--- config.mk ---
export PLATFORM = sky130hd
export DESIGN_NAME = qkv_stream_loader
export DESIGN_NICKNAME = d
export VERILOG_FILES = /design/src/rtl/qkv_stream_loader.sv
export SDC_FILE = /design/constraint.sdc
export NUM_CORES = 2
export LEC_CHECK = 0
export CAP_MARGIN = 40
export CORE_AREA = 2 2 608 610
export DETAILED_ROUTE_END_ITERATION = 10
export DIE_AREA = 0 0 610 612
export HOLD_SLACK_MARGIN = 0.02
export PLACE_DENSITY = 0.43
export RECOVER_POWER = 25
export SYNTH_ARGS = -nofsm -noshare
export SYNTH_HDL_FRONTEND = slang
export SYNTH_SLANG_ARGS = --single-unit
export TNS_END_PERCENT = 20
--- constraint.sdc ---
create_clock -name clk -period 7.6 [get_ports clk]
set_input_delay 1.14 -clock clk [delete_from_list [all_inputs] [get_ports clk]]
set_output_delay 1.14 -clock clk [all_outputs]
set_load 0.005 [all_outputs]
--- src/rtl/qkv_stream_loader.sv ---
// Stream loader for the 8x8 PE attention top. It packs key/query/value words from one
// valid/ready stream into three operand buses, then runs the PE for one job.
module qkv_stream_loader #(
    parameter int unsigned DW      = 16,
    parameter int unsigned N       = 32,
    parameter int unsigned TIMEOUT = 4096
) (
    input  logic            clk,
    input  logic            rst_n,
    input  logic            s_valid,
    output logic            s_ready,
    input  logic [DW-1:0]   s_data,
    input  logic            s_last,
    output logic [DW*N-1:0] key,
    output logic [DW*N-1:0] query,
    output logic [DW*N-1:0] value,
    output logic            pe_en,
    output logic            pe_rst_n,
    input  logic            pe_all_done,
    output logic            busy,
    output logic            job_done,
    output logic            load_err,
    output logic            timeout
);

    localparam int unsigned BW = DW * N;
    localparam int unsigned CW = $clog2(3 * N);
    localparam int unsigned TW = (TIMEOUT > 1) ? $clog2(TIMEOUT) : 1;

    localparam logic [CW-1:0] NCnt     = CW'(N);
    localparam logic [CW-1:0] N2Cnt    = CW'(2 * N);
    localparam logic [CW-1:0] LastCnt  = CW'(3 * N - 1);
    localparam logic [TW-1:0] TimerMax = TW'(TIMEOUT - 1);

    typedef enum logic [1:0] {StLoad, StRun, StDone} state_e;

    state_e        state_q, state_d;
    logic [CW-1:0] cnt_q, cnt_d;
    logic [TW-1:0] timer_q, timer_d;
    logic [BW-1:0] key_q, query_q, value_q;
    logic          s_ready_q, pe_en_q, pe_rst_n_q, busy_q;
    logic          job_done_q, load_err_q, timeout_q;
    logic          load_err_d, timeout_d;
    logic          beat, last_cnt;
    logic [1:0]    bank;
    logic [CW-1:0] word_idx;

    // s_ready_q tracks state LOAD, so a beat can only occur while loading.
    assign beat     = s_valid & s_ready_q;
    assign last_cnt = (cnt_q == LastCnt);

    always_comb begin
        bank     = 2'd0;
        word_idx = cnt_q;
        if (cnt_q >= N2Cnt) begin
            bank     = 2'd2;
            word_idx = cnt_q - N2Cnt;
        end else if (cnt_q >= NCnt) begin
            bank     = 2'd1;
            word_idx = cnt_q - NCnt;
        end
    end

    always_comb begin
        state_d    = state_q;
        cnt_d      = cnt_q;
        timer_d    = timer_q;
        load_err_d = 1'b0;
        timeout_d  = 1'b0;
        unique case (state_q)
            StLoad: begin
                if (beat) begin
                    if (s_last && last_cnt) begin
                        cnt_d   = '0;
                        timer_d = '0;
                        state_d = StRun;
                    end else if (s_last != last_cnt) begin
                        // Framing error: restart the job from word 0.
                        cnt_d      = '0;
                        load_err_d = 1'b1;
                    end else begin
                        cnt_d = cnt_q + 1'b1;
                    end
                end
            end
            StRun: begin
                timer_d = timer_q + 1'b1;
                if (pe_all_done) begin
                    state_d = StDone;
                end else if ((TIMEOUT != 0) && (timer_q == TimerMax)) begin
                    state_d   = StLoad;
                    timeout_d = 1'b1;
                end
            end
            StDone: begin
                state_d = StLoad;
                cnt_d   = '0;
            end
            default: state_d = StLoad;
        endcase
    end

    always_ff @(posedge clk or negedge rst_n) begin
        if (!rst_n) begin
            state_q    <= StLoad;
            cnt_q      <= '0;
            timer_q    <= '0;
            s_ready_q  <= 1'b0;
            pe_en_q    <= 1'b0;
            pe_rst_n_q <= 1'b0;
            busy_q     <= 1'b0;
            job_done_q <= 1'b0;
            load_err_q <= 1'b0;
            timeout_q  <= 1'b0;
        end else begin
            state_q    <= state_d;
            cnt_q      <= cnt_d;
            timer_q    <= timer_d;
            s_ready_q  <= (state_d == StLoad);
            pe_en_q    <= 1'b1;
            pe_rst_n_q <= (state_d == StRun);
            busy_q     <= (state_d == StRun);
            job_done_q <= (state_d == StDone);
            load_err_q <= load_err_d;
            timeout_q  <= timeout_d;
        end
    end

    always_ff @(posedge clk or negedge rst_n) begin
        if (!rst_n) begin
            key_q   <= '0;
            query_q <= '0;
            value_q <= '0;
        end else if (beat) begin
            unique case (bank)
                2'd0:    key_q[word_idx*DW +: DW]   <= s_data;
                2'd1:    query_q[word_idx*DW +: DW] <= s_data;
                2'd2:    value_q[word_idx*DW +: DW] <= s_data;
                default: ;
            endcase
        end
    end

    assign s_ready  = s_ready_q;
    assign key      = key_q;
    assign query    = query_q;
    assign value    = value_q;
    assign pe_en    = pe_en_q;
    assign pe_rst_n = pe_rst_n_q;
    assign busy     = busy_q;
    assign job_done = job_done_q;
    assign load_err = load_err_q;
    assign timeout  = timeout_q;

endmodule

# --- Yosys cells after proc, flatten, opt, wreduce, memory -nomap -nowiden ---
# Index checks and enable logic that the tools add are counted.
word_totals:
  regBits: 1563
  input_bits: 21
  out_inout_bits: 1543
  wordCells: 70
classes:
  addsub: 5
  magnitude_cmp: 2
  n_eq_ne: 11
  shift: 2
  muxes: 26
  bitwise_logic: 1
  n_reduce_logical: 11
ops:
  columns: ["operator", "count"]
  rows:
  - ["bitwise mux 512 bit", 3]
  - ["variable shift 16 x 34 -> 512 bit (first input constant)", 1]
  - ["indexed part select 16 x 34 -> 512 bit", 1]
  - ["two-way mux 7 bit", 5]
  - ["negator 11 -> 34 bit", 1]
  - ["two-way mux 12 bit", 2]
  - ["case mux 12 bit (2 select lines)", 1]
  - ["case mux 7 bit (2 select lines)", 1]
  - ["adder 12 x 1 -> 12 bit (second input constant)", 1]
  - ["== test 12 bit (second input constant)", 1]
  - ["two-way mux 2 bit", 5]
  - ["two-way mux 1 bit", 8]
  - ["AND reduction 2 bit", 4]
  - ["adder 7 x 1 -> 7 bit (second input constant)", 1]
  - ["== test 7 bit (second input constant)", 1]
  - ["greater-or-equal comparator 7 x 6 -> 1 bit (second input constant)", 1]
  - ["greater-or-equal comparator 7 bit (second input constant)", 1]
  - ["subtractor 7 x 6 -> 7 bit (second input constant)", 1]
  - ["subtractor 7 bit (second input constant)", 1]
  - ["== test 2 x 1 -> 1 bit (second input constant)", 3]
  - ["== test 2 bit (second input constant)", 3]
  - ["zero test 2 bit", 3]
  - ["inequality test 2 bit (second input constant)", 2]
  - ["case mux 2 bit (2 select lines)", 1]
  - ["other kinds (5)", 6]

# --- Longest topological paths before layout ---
depth:
  depth_word: 6
  mapped_depth: 15

# --- Least setup slack after synthesis ---
# Ideal clock, no wire load.
synth_timing:
  kind: "reg2reg"
  startpoint: "register cnt_q[5]"
  endpoint: "register key_q[102] (netlist: key[102])"
  t_arrival_ps: 3643
  required_ps: 7475
  path_slack_ps: 3832
  path_stages_with_launch: 15
  path_buffers: 5
  period_less_slack_ps: 3768
  path_cell_list: "dfrtp_1 clkbuf_1 inv_1 ha_1 or4_1 nand3_1 ha_1 clkbuf_1 o211a_1 o2111ai_2 buf_6 buf_6 nor3_4 buf_6 mux2_2"
synth_between:
  elab_chain_len: 6
  word_cells_on_any_way: 14
  classes_between: "3 x add/sub; 2 x order compare; 2 x shift; 5 x mux; 2 x reduce/logical"
synth_rtl:
  columns: ["item", "line", "source"]
  rows:
  - ["from (decl)", "38", "logic [CW-1:0] cnt_q, cnt_d;"]
  - ["from (signal assigned)", "117", "cnt_q <= cnt_d;"]
  - ["subtractor 7 x 6 -> 7 bit or greater-or-equal comparator 7 x 6 -> 1 bit (tied branches)", "60, 58", null]
  - ["two-way mux 7 bit", "58", "end else if (cnt_q >= NCnt) begin"]
  - ["two-way mux 7 bit", "55", "if (cnt_q >= N2Cnt) begin"]
  - ["negator 11 -> 34 bit", "136", "2'd0: key_q[word_idx*DW +: DW] <= s_data;"]
  - ["indexed part select 16 x 34 -> 512 bit or variable shift 16 x 34 -> 512 bit (tied branches)", "136", null]
  - ["bitwise mux 512 bit", "136", null]
  - ["to (signal, indexed assignment)", "136", null]
  - ["to (decl)", "40", "logic [BW-1:0] key_q, query_q, value_q;"]
# Parallel ways exist; a longest one is shown, timed or not.
# A chain may end at the register's enable or synchronous reset.

==> impl_metrics.yaml <==
place:
  gp_congestion: 0.8365
  dp_cells: 10710
  dpl_cell_area_um2: 83580
  place_hpwl_mm: 247.4
  place.port_buffers: 1563
  dp_slack_ps: 2613
synth:
  ys_ff_latch: 1563
  synth-seq-area-share_pct: 64.40
  synthCells: 4377
  yosys_warnings: 0
  synth_edf_count: 0
  synth-compound-area-share_pct: 7.810
  synth_cell_types: 58
  async_reset_ff_share_pct: 100.0
  syn_area_um2: 60740
  synthSimpleGateAreaFrac_pct: 4.388
  syn_area_per_cell_um2: 13.88
  synth_top_family_by_area: "multiplexers"
  synth_xor_area_share_pct: 0.1174
  syn_nets: 4405
  synthMuxAreaShare_pct: 20.49
  synthFlopType: "dfrtp_1"
  synth_fa_ha_area_share_pct: 0.1442
run_status:
  violations: "capacitance limit, slew limit"
  outcome: "finished with violations"
setup_path:
  end_kind: "async pin"
  arrival_ps: 6400
  required_ps: 8500
  cp_max_fo: 110
  worstSetupPathType: "input pin to async pin"
  start_kind: "input pin"
pwr:
  ir_drop_v: 0.0001796
  power_mw: 19.72
  power_density_nw_per_um2: 219.4
  leakagePower_nw: 39.85
sta:
  rsz0062_at_grt: "false"
  period_share_pct: 72.40
  skew_ps: 48.42
  hold_slack_ps: 482.9
  finalWorstSetupSlack_ps: 2098
  fin_setup_tns_ps: 0
  fin_crit_ps: 5502
  fmax_mhz: 181.7
  slew_headroom_pct: -145.0
  hold_violations: 0
  report.final.slew_viol_count: 243
  setup_viol: 0
  tightest_slew_ps: 3675
grt:
  grt_use_total_pct: 17.39
  use_met2_pct: 30.52
  grt_pass1_vias: 46440
  grt_max_degree: 211
  grt_overflow: 0
  grt.met1_usage_pct: 20.26
  antenna_found_initial: 58
  use_met3_pct: 4.919
  top_usage_layer: "met2"
  grt_pass1_wl_mm: 442.9
finish:
  fin_util_pct: 24.47
  stdcell_area_um2: 89860
  finalNonFillerCells: 11070
  multi_input_area_um2: 20380
  drive_above_1_share_pct: 24.61
  area_growth_pct: 47.96
  regArea_um2: 39110
  fill_cells: 38690
  nNetsFinal: 6099
cts:
  cts_resized: 0
  cts_tree: "yes"
  clk_latency_ps: 870
  path_clk_slew_ps: 50
  post-cts-setup-buffer-count: 0
  cts_root_buf: "clkbuf_16"
  hold_buffers: 0
  cts_sinks: 1563
  cts_buffer_depth: 4
  cts_max_level: 4
  cts_buffers: 194
die:
  io_pins: 1564
  start_util_pct: 16.54
  rows: 223
  core_area_um2: 367200
  dieWidth_um: 610
  dieArea_um2: 373300
  die-height_um: 612
run:
  drv_cap: 4
routing:
  dr_total_vias: 44990
  routed_wl_mm: 336.1
  vias_per_cell: 4.063
  ant_nets: 0
  drtIter0Drc: 2986
  routedWlPerCell_um: 30.36
  drc_errors: 0
  first_pass_iters: 6
worst_hold_path:
  hp-class: "register to register"
==> critical path: stages <==
cell and delay [ps]:
clkbuf_2 2490, clkbuf_1 1720, buf_4 850
==> cells by family after synthesis <==
logic type / Yosys count
flip-flops: 1563
multiplexers: 1108
AO/OA/AOI/OAI: 917
AND/OR/NAND/NOR: 450
buffers and inverters: 325
adder cells (fa/ha/maj): 7
XOR/XNOR: 6
other: 1
==> metal layers <==
layer	wire, um	vias to the layer above
li1	-	18900
met4	12240	6
met3	25510	420
met2	169300	1713
met1	129100	23950
met5	34	-
==> area by class of cell <==
type / instances / area share, %
diodes: 27 / 0.07519
clock buffers: 275 / 6.199
clock inverters: 59 / 0.7895
inverters: 32 / 0.1337
multi-input cells: 2489 / 22.68
flip-flops and latches: 1563 / 43.52
well taps: 4837 / 6.735
repair buffers: 1791 / 19.86
==> path summary, 6_finish.rpt <==
check / depth (start not counted) / slack (ps) / startpoint / endpoint
setup / recovery: 3 / 2100 / rst_n / value[171]$_DFFE_PN0P_
hold / removal: 1 / 480 / key[440]$_DFFE_PN0P_ / key[440]$_DFFE_PN0P_
setup reg to reg: 9 / 2660 / cnt_q[6]$_DFFE_PN0P_ / query[252]$_DFFE_PN0P_
hold reg to reg: 1 / 480 / key[440]$_DFFE_PN0P_ / key[440]$_DFFE_PN0P_
max in group clk: 9 / 2660 / cnt_q[6]$_DFFE_PN0P_ / query[252]$_DFFE_PN0P_
min in group asynchronous: 1 / 1520 / rst_n / value[96]$_DFFE_PN0P_
==> sequential cells by signal (all words and copies together), names as in the netlist <==
| register | count |
|---|---|
| load_err | 1 |
| job_done | 1 |
| value | 512 |
| s_ready | 1 |
| pe_en | 1 |
| timer_q | 12 |
| timeout | 1 |
| key | 512 |
| busy | 1 |
| query | 512 |
| cnt_q | 7 |
| state_q | 2 |
==> synth_stat cells, types with 2 or more instances <==
cell	n	area, um2
o21ai_1	11	55.05
mux2_1	193	2173
o211ai_4	3	63.81
and2_1	18	112.6
nor3_2	21	210.2
ha_1	7	87.58
nand2b_1	5	31.28
nor3_4	46	748.2
o31ai_1	5	37.54
buf_1	3	11.26
mux2_2	888	10000
xnor2_1	3	26.28
buf_2	23	115.1
or3_1	3	18.77
nor2b_1	4	25.02
a21o_1	2	15.01
clkbuf_1	202	758.2
xor2_1	2	17.52
buf_4	34	255.2
dfrtp_1	1563	39110
nand3_1	39	195.2
o21ai_0	878	4394
nor3_1	17	85.08
nand2_1	122	457.9
nor2_1	150	563.0
nand4_1	3	18.77
a21oi_1	4	20.02
inv_1	31	116.4
o211ai_1	2	15.01
and3_1	9	56.30
mux2i_1	27	270.3
nor3b_1	2	15.01
a31oi_1	2	12.51
buf_6	31	349.1
==> report_power, final <==
| part | switching, mW | total (mW) | internal (mW) | leakage [nW] |
|---|---|---|---|---|
| Sequential | 0.0571 | 8.48 | 8.42 | 21.7 |
| Clock | 3.97 | 9.41 | 5.44 | 3.08 |
| Combinational | 1.43 | 1.83 | 0.399 | 15.1 |
| Total | 5.46 | 19.7 | 14.3 | 39.9 |
==> cells in the final DEF (no fill, tap or decap), drive strengths merged, types with 4 or more instances in the layout <==
cell type | synthesis | layout
dfrtp | 1563 | 1563
clkdlybuf4s50 | 0 | 1562
mux2 | 1081 | 1081
o21ai | 889 | 889
clkbuf | 202 | 285
buf | 91 | 219
nor2 | 150 | 150
nand2 | 122 | 122
nor3 | 84 | 84
inv | 31 | 41
nand3 | 40 | 40
clkinv | 1 | 34
diode | 0 | 27
mux2i | 27 | 27
and2 | 19 | 19
bufinv | 0 | 10
and3 | 10 | 10
ha | 7 | 7
clkinvlp | 0 | 6
nand2b | 5 | 5
o31ai | 5 | 5
o211ai | 5 | 5
a21oi | 4 | 4
nor2b | 4 | 4
or3 | 4 | 4
Power figures use the tool's default switching activity.
